### src/rtl/slow_clk_decoder_pkg.sv
// Shared types and helpers for the slow-clock mode decoder.
package slow_clk_decoder_pkg;

   localparam int unsigned MODE_W    = 3;
   localparam int unsigned CNT_W     = 32;
   localparam int unsigned NUM_MODES = 1 << MODE_W;

   typedef enum logic [1:0] {
      StIdle,
      StMeasure,
      StLocked
   } state_e;

   // Nominal half-period of mode k, widened so that tolerance arithmetic cannot overflow.
   function automatic logic [63:0] nominal_half(input logic [63:0] half_base,
                                                input int unsigned k);
      return half_base << k;
   endfunction

endpackage

### src/rtl/slow_clk_decoder_sync_edge.sv
// Two-flop synchronizer for an asynchronous level, plus registered rise/fall pulses.
module slow_clk_decoder_sync_edge (
   input  logic clk_i,
   input  logic rst_i,
   input  logic d_i,
   output logic rise_o,
   output logic fall_o
);

   logic sync1_q, sync2_q, prev_q, rise_q, fall_q;

   always_ff @(posedge clk_i) begin
      if (rst_i) begin
         sync1_q <= 1'b0;
         sync2_q <= 1'b0;
         prev_q  <= 1'b0;
         rise_q  <= 1'b0;
         fall_q  <= 1'b0;
      end else begin
         sync1_q <= d_i;
         sync2_q <= sync1_q;
         prev_q  <= sync2_q;
         rise_q  <= sync2_q & ~prev_q;
         fall_q  <= ~sync2_q & prev_q;
      end
   end

   assign rise_o = rise_q;
   assign fall_o = fall_q;

endmodule

### src/rtl/slow_clk_decoder.sv
// Measures the half-period of the slow clock clk_in and decodes its program mode,
// flagging disagreement with the mode the clock manager reports.
module slow_clk_decoder
   import slow_clk_decoder_pkg::*;
#(
   parameter int unsigned HALF_BASE = 5000000,
   parameter int unsigned TOL       = 2,
   parameter int unsigned LOCK_CNT  = 2
) (
   input  logic       clk,
   input  logic       rst,
   input  logic       clk_in,
   input  logic [2:0] prog_exp,
   output logic [2:0] mode_out,
   output logic       mode_valid,
   output logic       mismatch,
   output logic       timeout
);

   localparam int unsigned LockW = $clog2(LOCK_CNT + 1);
   localparam logic [LockW-1:0] LockTarget = LockW'(LOCK_CNT);
   localparam logic [63:0] TimeoutLim = nominal_half(64'(HALF_BASE), NUM_MODES - 1) + 64'(TOL);

   state_e              state_q, state_d;
   logic [CNT_W-1:0]    cnt_q, cnt_d;
   logic [LockW-1:0]    lock_q, lock_d, lock_next;
   logic [MODE_W-1:0]   cand_q, cand_d, mode_q, mode_d, dec_mode;
   logic                valid_q, valid_d, mismatch_q, mismatch_d, timeout_q, timeout_d;
   logic                rise, fall, edge_pulse, dec_hit, lock_reach, cnt_over;
   logic [63:0]         cnt_ext;

   slow_clk_decoder_sync_edge u_sync_edge (
      .clk_i  (clk),
      .rst_i  (rst),
      .d_i    (clk_in),
      .rise_o (rise),
      .fall_o (fall)
   );

   assign edge_pulse = rise | fall;
   assign cnt_ext    = {32'b0, cnt_q};
   assign cnt_over   = cnt_ext > TimeoutLim;

   // Lowest matching mode wins, hence the first-hit guard.
   always_comb begin
      logic [63:0] nom, lo, hi;
      dec_hit  = 1'b0;
      dec_mode = '0;
      for (int unsigned k = 0; k < NUM_MODES; k++) begin
         nom = nominal_half(64'(HALF_BASE), k);
         lo  = (nom > 64'(TOL)) ? nom - 64'(TOL) : 64'd0;
         hi  = nom + 64'(TOL);
         if (!dec_hit && cnt_ext >= lo && cnt_ext <= hi) begin
            dec_hit  = 1'b1;
            dec_mode = MODE_W'(k);
         end
      end
   end

   always_comb begin
      lock_next = LockW'(1);
      if (dec_mode == cand_q) begin
         lock_next = (lock_q == LockTarget) ? lock_q : lock_q + LockW'(1);
      end
   end

   assign lock_reach = dec_hit && (lock_next == LockTarget);

   always_ff @(posedge clk) begin
      if (rst) begin
         state_q    <= StIdle;
         cnt_q      <= '0;
         lock_q     <= '0;
         cand_q     <= '0;
         mode_q     <= '0;
         valid_q    <= 1'b0;
         mismatch_q <= 1'b0;
         timeout_q  <= 1'b0;
      end else begin
         state_q    <= state_d;
         cnt_q      <= cnt_d;
         lock_q     <= lock_d;
         cand_q     <= cand_d;
         mode_q     <= mode_d;
         valid_q    <= valid_d;
         mismatch_q <= mismatch_d;
         timeout_q  <= timeout_d;
      end
   end

   // An edge always takes priority over the timeout threshold.
   always_comb begin
      state_d = state_q;
      unique case (state_q)
         StIdle: begin
            if (edge_pulse) state_d = StMeasure;
         end
         StMeasure: begin
            if (edge_pulse) begin
               if (lock_reach) state_d = StLocked;
            end else if (cnt_over) begin
               state_d = StIdle;
            end
         end
         StLocked: begin
            if (edge_pulse) begin
               if (!dec_hit) state_d = StMeasure;
            end else if (cnt_over) begin
               state_d = StIdle;
            end
         end
         default: state_d = StIdle;
      endcase
   end

   always_comb begin
      cnt_d      = cnt_q;
      lock_d     = lock_q;
      cand_d     = cand_q;
      mode_d     = mode_q;
      valid_d    = valid_q;
      timeout_d  = timeout_q;
      mismatch_d = valid_q & (mode_q != prog_exp);
      unique case (state_q)
         StMeasure, StLocked: begin
            cnt_d = (cnt_q == '1) ? cnt_q : cnt_q + CNT_W'(1);
            if (edge_pulse) begin
               cnt_d = CNT_W'(1);
               if (!dec_hit) begin
                  lock_d  = '0;
                  valid_d = 1'b0;
               end else if (state_q == StMeasure) begin
                  lock_d = lock_next;
                  cand_d = dec_mode;
                  if (lock_reach) begin
                     mode_d  = dec_mode;
                     valid_d = 1'b1;
                  end
               end else begin
                  cand_d = dec_mode;
                  mode_d = dec_mode;
               end
            end else if (cnt_over) begin
               cnt_d     = '0;
               lock_d    = '0;
               valid_d   = 1'b0;
               timeout_d = 1'b1;
            end
         end
         default: begin
            cnt_d = '0;
            if (edge_pulse) begin
               cnt_d     = CNT_W'(1);
               timeout_d = 1'b0;
            end
         end
      endcase
   end

   assign mode_out   = mode_q;
   assign mode_valid = valid_q;
   assign mismatch   = mismatch_q;
   assign timeout    = timeout_q;

endmodule
### config.mk
export PLATFORM = sky130hd
export DESIGN_NAME = slow_clk_decoder
export DESIGN_NICKNAME = d
export VERILOG_FILES = /design/src/rtl/slow_clk_decoder_pkg.sv /design/src/rtl/slow_clk_decoder_sync_edge.sv /design/src/rtl/slow_clk_decoder.sv
export SDC_FILE = /design/constraint.sdc
export NUM_CORES = 1
export LEC_CHECK = 0
export ABC_AREA = 1
export BUFFER_PORTS_ARGS = -buffer_cell sky130_fd_sc_hd__buf_2
export CAP_MARGIN = 0
export CORE_MARGIN = 10
export CORE_UTILIZATION = 51
export DETAILED_ROUTE_END_ITERATION = 16
export PLACE_DENSITY = 0.64
export SLEW_MARGIN = 20
export SYNTH_ARGS = -nofsm -noshare
export SYNTH_HDL_FRONTEND = slang
export SYNTH_SLANG_ARGS = --single-unit
export TNS_END_PERCENT = 10
### constraint.sdc
create_clock -name clk -period 3.9 [get_ports clk]
set_input_delay 0.195 -clock clk [delete_from_list [all_inputs] [get_ports clk]]
set_output_delay 0.195 -clock clk [all_outputs]
set_load 0.005 [all_outputs]
# Word level (Yosys, flattened, before mapping)
# Cells that the tools add are included.
# word_totals
in_bits	6
register_bits	50
elab_cells	130
# op_classes
n_reduce_logical	33
bitwise	6
order_cmp	17
muxes	44
eq_ne	15
n_addsub	2
# ops
op	n
two-way mux 32 bit	4
adder 32 x 1 -> 32 bit, second input constant	1
equality test 32 bit, second input constant	1
>= comparator 32 x 23 -> 1 bit, second input constant	1
>= comparator 32 x 24 -> 1 bit, second input constant	1
>= comparator 32 x 25 -> 1 bit, second input constant	1
>= comparator 32 x 26 -> 1 bit, second input constant	1
>= comparator 32 x 27 -> 1 bit, second input constant	1
>= comparator 32 x 28 -> 1 bit, second input constant	1
>= comparator 32 x 29 -> 1 bit, second input constant	1
>= comparator 32 x 30 -> 1 bit, second input constant	1
greater-than comparator 32 x 30 -> 1 bit, second input constant	1
<= comparator 32 x 23 -> 1 bit, second input constant	1
<= comparator 32 x 24 -> 1 bit, second input constant	1
<= comparator 32 x 25 -> 1 bit, second input constant	1
<= comparator 32 x 26 -> 1 bit, second input constant	1
<= comparator 32 x 27 -> 1 bit, second input constant	1
<= comparator 32 x 28 -> 1 bit, second input constant	1
<= comparator 32 x 29 -> 1 bit, second input constant	1
<= comparator 32 x 30 -> 1 bit, second input constant	1
two-way mux 2 bit	12
two-way mux 3 bit	8
two-way mux 1 bit	19
logical AND 1 bit	16
other kinds (19)	39

# Depth between registers and ports, before layout
# logic_depth
word_depth	39
mapped_depth	23

# By module
# Synthesis repeated with hierarchy kept, for this count alone.
# hier_totals
cells_unflattened	775
hier_area_um2	4470.5
# modules_own_cells
mod	seq_area_each_um2	area_per_inst_um2	cells_each	instances
slow_clk_decoder	900.9	4330.4	760	1
slow_clk_decoder_sync_edge	100.1	140.1	15	1

# Least setup slack after synthesis
# No wires, ideal clock.
# synth_timing
kind	register -> register
startpoint	register cnt_q[19]
endpoint	register mode_q[1] (netlist: mode_out[1])
arrival_time_ns	2.027
slack_ns	1.759
stages_incl_launch_ff	18
cell_sequence	dfxtp_1 > buf_2 > nor2_1 > nand4_1 > nor2_1 > nand2_1 > nand2_1 > nand2_4 > nand2_4 > nand4_1 > xor2_2 > nand3_2 > nor2_4 > nand2_4 > nand2_1 > nand2_1 > nand2_1 > nor2_2
# synth_between
elab_chain_len	37
elab_cells_between_ends	61
# synth_rtl
element	line_no	rtl
start: declaration	slow_clk_decoder.sv:25	logic [CNT_W-1:0] cnt_q, cnt_d;
start signal: assignment	slow_clk_decoder.sv:81	cnt_q <= cnt_d;
>= comparator 32 x 23 -> 1 bit / <= comparator 32 x 23 -> 1 bit (equally long branches)	slow_clk_decoder.sv:53	if (!dec_hit && cnt_ext >= lo && cnt_ext <= hi) begin
logical AND 1 bit	slow_clk_decoder.sv:53	
two-way mux 1 bit	slow_clk_decoder.sv:53	
zero test 1 bit	slow_clk_decoder.sv:53	
logical AND 1 bit (2 in a row)	slow_clk_decoder.sv:53	
two-way mux 1 bit	slow_clk_decoder.sv:53	
zero test 1 bit	slow_clk_decoder.sv:53	
logical AND 1 bit (2 in a row)	slow_clk_decoder.sv:53	
[... 18 more ...]	n/a	
logical AND 1 bit (2 in a row)	slow_clk_decoder.sv:53	
two-way mux 3 bit	slow_clk_decoder.sv:53	
equality test 3 bit	slow_clk_decoder.sv:62	if (dec_mode == cand_q) begin
two-way mux 2 bit	slow_clk_decoder.sv:62	
equality test 2 bit	slow_clk_decoder.sv:67	assign lock_reach = dec_hit && (lock_next == LockTarget);
logical AND 1 bit	slow_clk_decoder.sv:67	
!= test 2 bit (no line)	n/a	
AND reduction 4 bit (no line)	n/a	
end signal: assignment	slow_clk_decoder.sv:84	mode_q <= mode_d;
end: declaration	slow_clk_decoder.sv:27	logic [MODE_W-1:0] cand_q, cand_d, mode_q, mode_d, dec_mode;
# Parallel ways exist; a longest one is shown, timed or not. The select of a mux whose other input is x is not followed.
# A chain may end at the register's enable or synchronous reset.

# Worst setup path in the final report
# layout_timing
startpoint	register cnt_q[16]
endpoint	register cnt_q[28]
# layout_between
elab_chain_len	5
elab_cells_between_ends	8
# layout_rtl
element	line_no	rtl
adder 32 x 1 -> 32 bit	slow_clk_decoder.sv:126	cnt_d = (cnt_q == '1) ? cnt_q : cnt_q + CNT_W'(1);
two-way mux 32 bit	slow_clk_decoder.sv:126	
two-way mux 32 bit	slow_clk_decoder.sv:143	end else if (cnt_over) begin
two-way mux 32 bit	slow_clk_decoder.sv:127	if (edge_pulse) begin
two-way mux 32 bit	slow_clk_decoder.sv:124	unique case (state_q)
# Parallel ways exist; a longest one is shown, timed or not. The select of a mux whose other input is x is not followed.

==> impl_metrics.toml <==
[status]
status = "finished clean"

[setup_path]
slowest_stage = "dfxtp_1"
worstPathCellList = "nand2_1 > nor2_1 > nand4_1 > nor2_2 > nand2_2 > nand2_4 > inv_1 > nor2_1 > inv_1 > nor2_2 > inv_1 > nor2_4 > inv_1 > a21oi_1 > o21a_1"
cp.required_ns = 4.17
end_kind = "flip-flop"
crit_fanout = 13
max_stage_delay_ns = 0.67
criticalPathCategory = "reg -> reg"
start_kind = "flip-flop"
rrSetupSlack_ns = 0.80
arrival_ns = 3.38
path_common_cell = "inv_1"

[sta]
worstMarginPinSlew_ns = 0.587
final-setup-viol-count = 0
layout_min_cycle_time_ns = 3.10
hold_viol_final = 0
skew_ns = 0.0108
fmax_mhz = 322
setup_tns_ns = 0
drv_slew = 0
min_period_over_period = 0.796
slew_headroom = 0.608
whs_ns = 0.0690
rsz0062_at_grt = "no"

[route]
dr.pass1.iters = 8
drc_errors = 0
wl_met1_mm = 6.64
met2WireLength_mm = 6.58
routed_via_density = 5.69
drt-initial-drc-count = 578
antenna_left = 0
wirelength_mm = 14.9
top_layer_used = "met4"
routedWlPerCell_microns = 16.7
num_vias = 5094
met3WireLength_mm = 1.09

[yosys]
synth_enable_flop_cells = 0
syn_avg_cell_area_sq_um = 5.72
synth-async-reset-ratio = 0
ys_warn_count = 0
seq_area_frac_synth = 0.222
synth_flop_cell = "dfxtp_1"
yosysUniqueCellTypes = 44
synthCells = 788
syn_area_sq_um = 4510
synth_seq_cells = 50

[cells_and_area]
fillerInstances = 953
diodes = 0
final_area_sq_um = 4680
final_nets = 801
synthToLayoutAreaGrowth_pct = 3.74
fin_util = 0.539
drive_above_1_share = 0.127

[clock_tree]
numCtsBuffers = 5
clock_path_buffers = 2
cts_hold_buf = 0
path_clk_slew_ns = 0.11
numClockSinks = 50
root_buffer = "clkbuf_8"
cts_resized = 0
cts_tree = "built"
post-cts-setup-buffers = 0
clk_latency_ns = 0.32
h-tree-depth = 2

[place]
place_area_sq_um = 4560
io_buffers = 11
hpwlAfterDp_mm = 12.0
place.gp.congestion = 1.00

[power]
ir_drop_mv = 0.232
pwr_density_cell_nw_per_um2 = 272
p_leak_nw = 1.98

[grt]
grtUsageTotal = 0.230
antenna_found_initial = 0
grt_pass1_vias = 4833
grt_overflow = 0
grt_max_degree = 18
grt_pass1_wl_mm = 24.4

[floorplan]
dieHeight_microns = 114
initial_utilization = 0.520
die_area_sq_um = 13000
die_x_microns = 114
core_area_sq_um = 8680
io_pins = 12
rows = 34

[hold_path]
min_path_type = "in -> reg"

[run]
drv_cap = 0
[cells in the final DEF, fill, tap and decap left out, types with 6 or more instances in the layout]
cell type and n:
inv_1 73, nor2_4 7, xor2_1 6, nand4_1 20
buf_2 11, o21ai_0 24, ha_1 8, nor2_1 152
nand2_1 196, a21oi_1 38, nor2_2 17, nand2_2 10
nand3_1 58, inv_2 29, nor3_1 28, dfxtp_1 50
[worst paths after layout]
check | endpoint | cells after the start | startpoint
setup / recovery | cnt_q[28]$_SDFFE_PP0P_ | 15 | cnt_q[16]$_SDFFE_PP0P_
hold / removal | u_sync_edge.sync1_q$_SDFF_PP0_ | 3 | clk_in
setup reg to reg | cnt_q[28]$_SDFFE_PP0P_ | 15 | cnt_q[16]$_SDFFE_PP0P_
hold reg to reg | u_sync_edge.sync2_q$_SDFF_PP0_ | 2 | u_sync_edge.sync1_q$_SDFF_PP0_
[stage by stage]
stage / setup slack [ns] / instances / power [W]
2_1_floorplan: 1.76 / 789 / 0.000802
3_3_place_gp: 1.02 / 888 / 0.000869
3_5_place_dp: 0.936 / 888 / 0.000880
4_1_cts: 0.895 / 896 / 0.00128
5_1_grt: 0.492 / 896 / 0.00135
6_report: 0.797 / 896 / 0.00127
[synth_stat cells, drive strengths merged, types with 4 or more instances]
master / n / area share
a21oi: 40 / 0.046
a31oi: 4 / 0.0055
buf: 18 / 0.030
dfxtp: 50 / 0.22
ha: 8 / 0.022
inv: 104 / 0.088
nand2: 211 / 0.19
nand3: 61 / 0.071
nand4: 22 / 0.033
nor2: 176 / 0.17
nor3: 28 / 0.031
nor4: 5 / 0.0083
o21ai: 30 / 0.034
xor2: 7 / 0.015
[power by group]
group	internal (W)	total (W)	switching [W]	leakage [nW]
clock	0.000195	0.000396	0.000201	0.0587
sequential	0.000536	0.000558	0.0000217	0.405
combinational	0.000106	0.000316	0.000210	1.52
total	0.000838	0.00127	0.000433	1.98
[critical path, delay by kind of cell, from the launching register on]
family,cells,cell delay (ns)
compound gates,2,0.35
simple gates,9,1.38
buf+inv,4,0.65
flops,1,0.67
[layout make-up]
type	count	area (sq um)	area share
multi-input cells	613	2970	0.634
flip-flops and latches	50	1000	0.214
inverters	106	403	0.0861
well taps	108	135	0.0289
clock buffers	5	68.8	0.0147
repair buffers	11	55.1	0.0118
clock inverters	3	47.5	0.0102
[flip-flops by register name, indices dropped and copies added, names as in the netlist, 2 cells and up]
name / flops
cand_q: 3
cnt_q: 32
lock_q: 2
mode_out: 3
state_q: 2
[per-layer routing]
layer / up-vias / GRT usage
met5: - / 0
met4: 0 / 0.0986
met3: 47 / 0.0315
met2: 235 / 0.364
met1: 2296 / 0.305
li1: 2516 / -
[kinds of logic after synthesis]
family | Yosys count | synth area share
and+or+nand+nor | 508 | 0.508
DFF | 50 | 0.222
buffers and inverters | 126 | 0.121
other | 1 | 0.000831
AOI/OAI and AO/OA | 85 | 0.105
xor gates and xnor gates | 10 | 0.0211
adders and majority gates | 8 | 0.0222
Power figures use the tool's default switching activity.
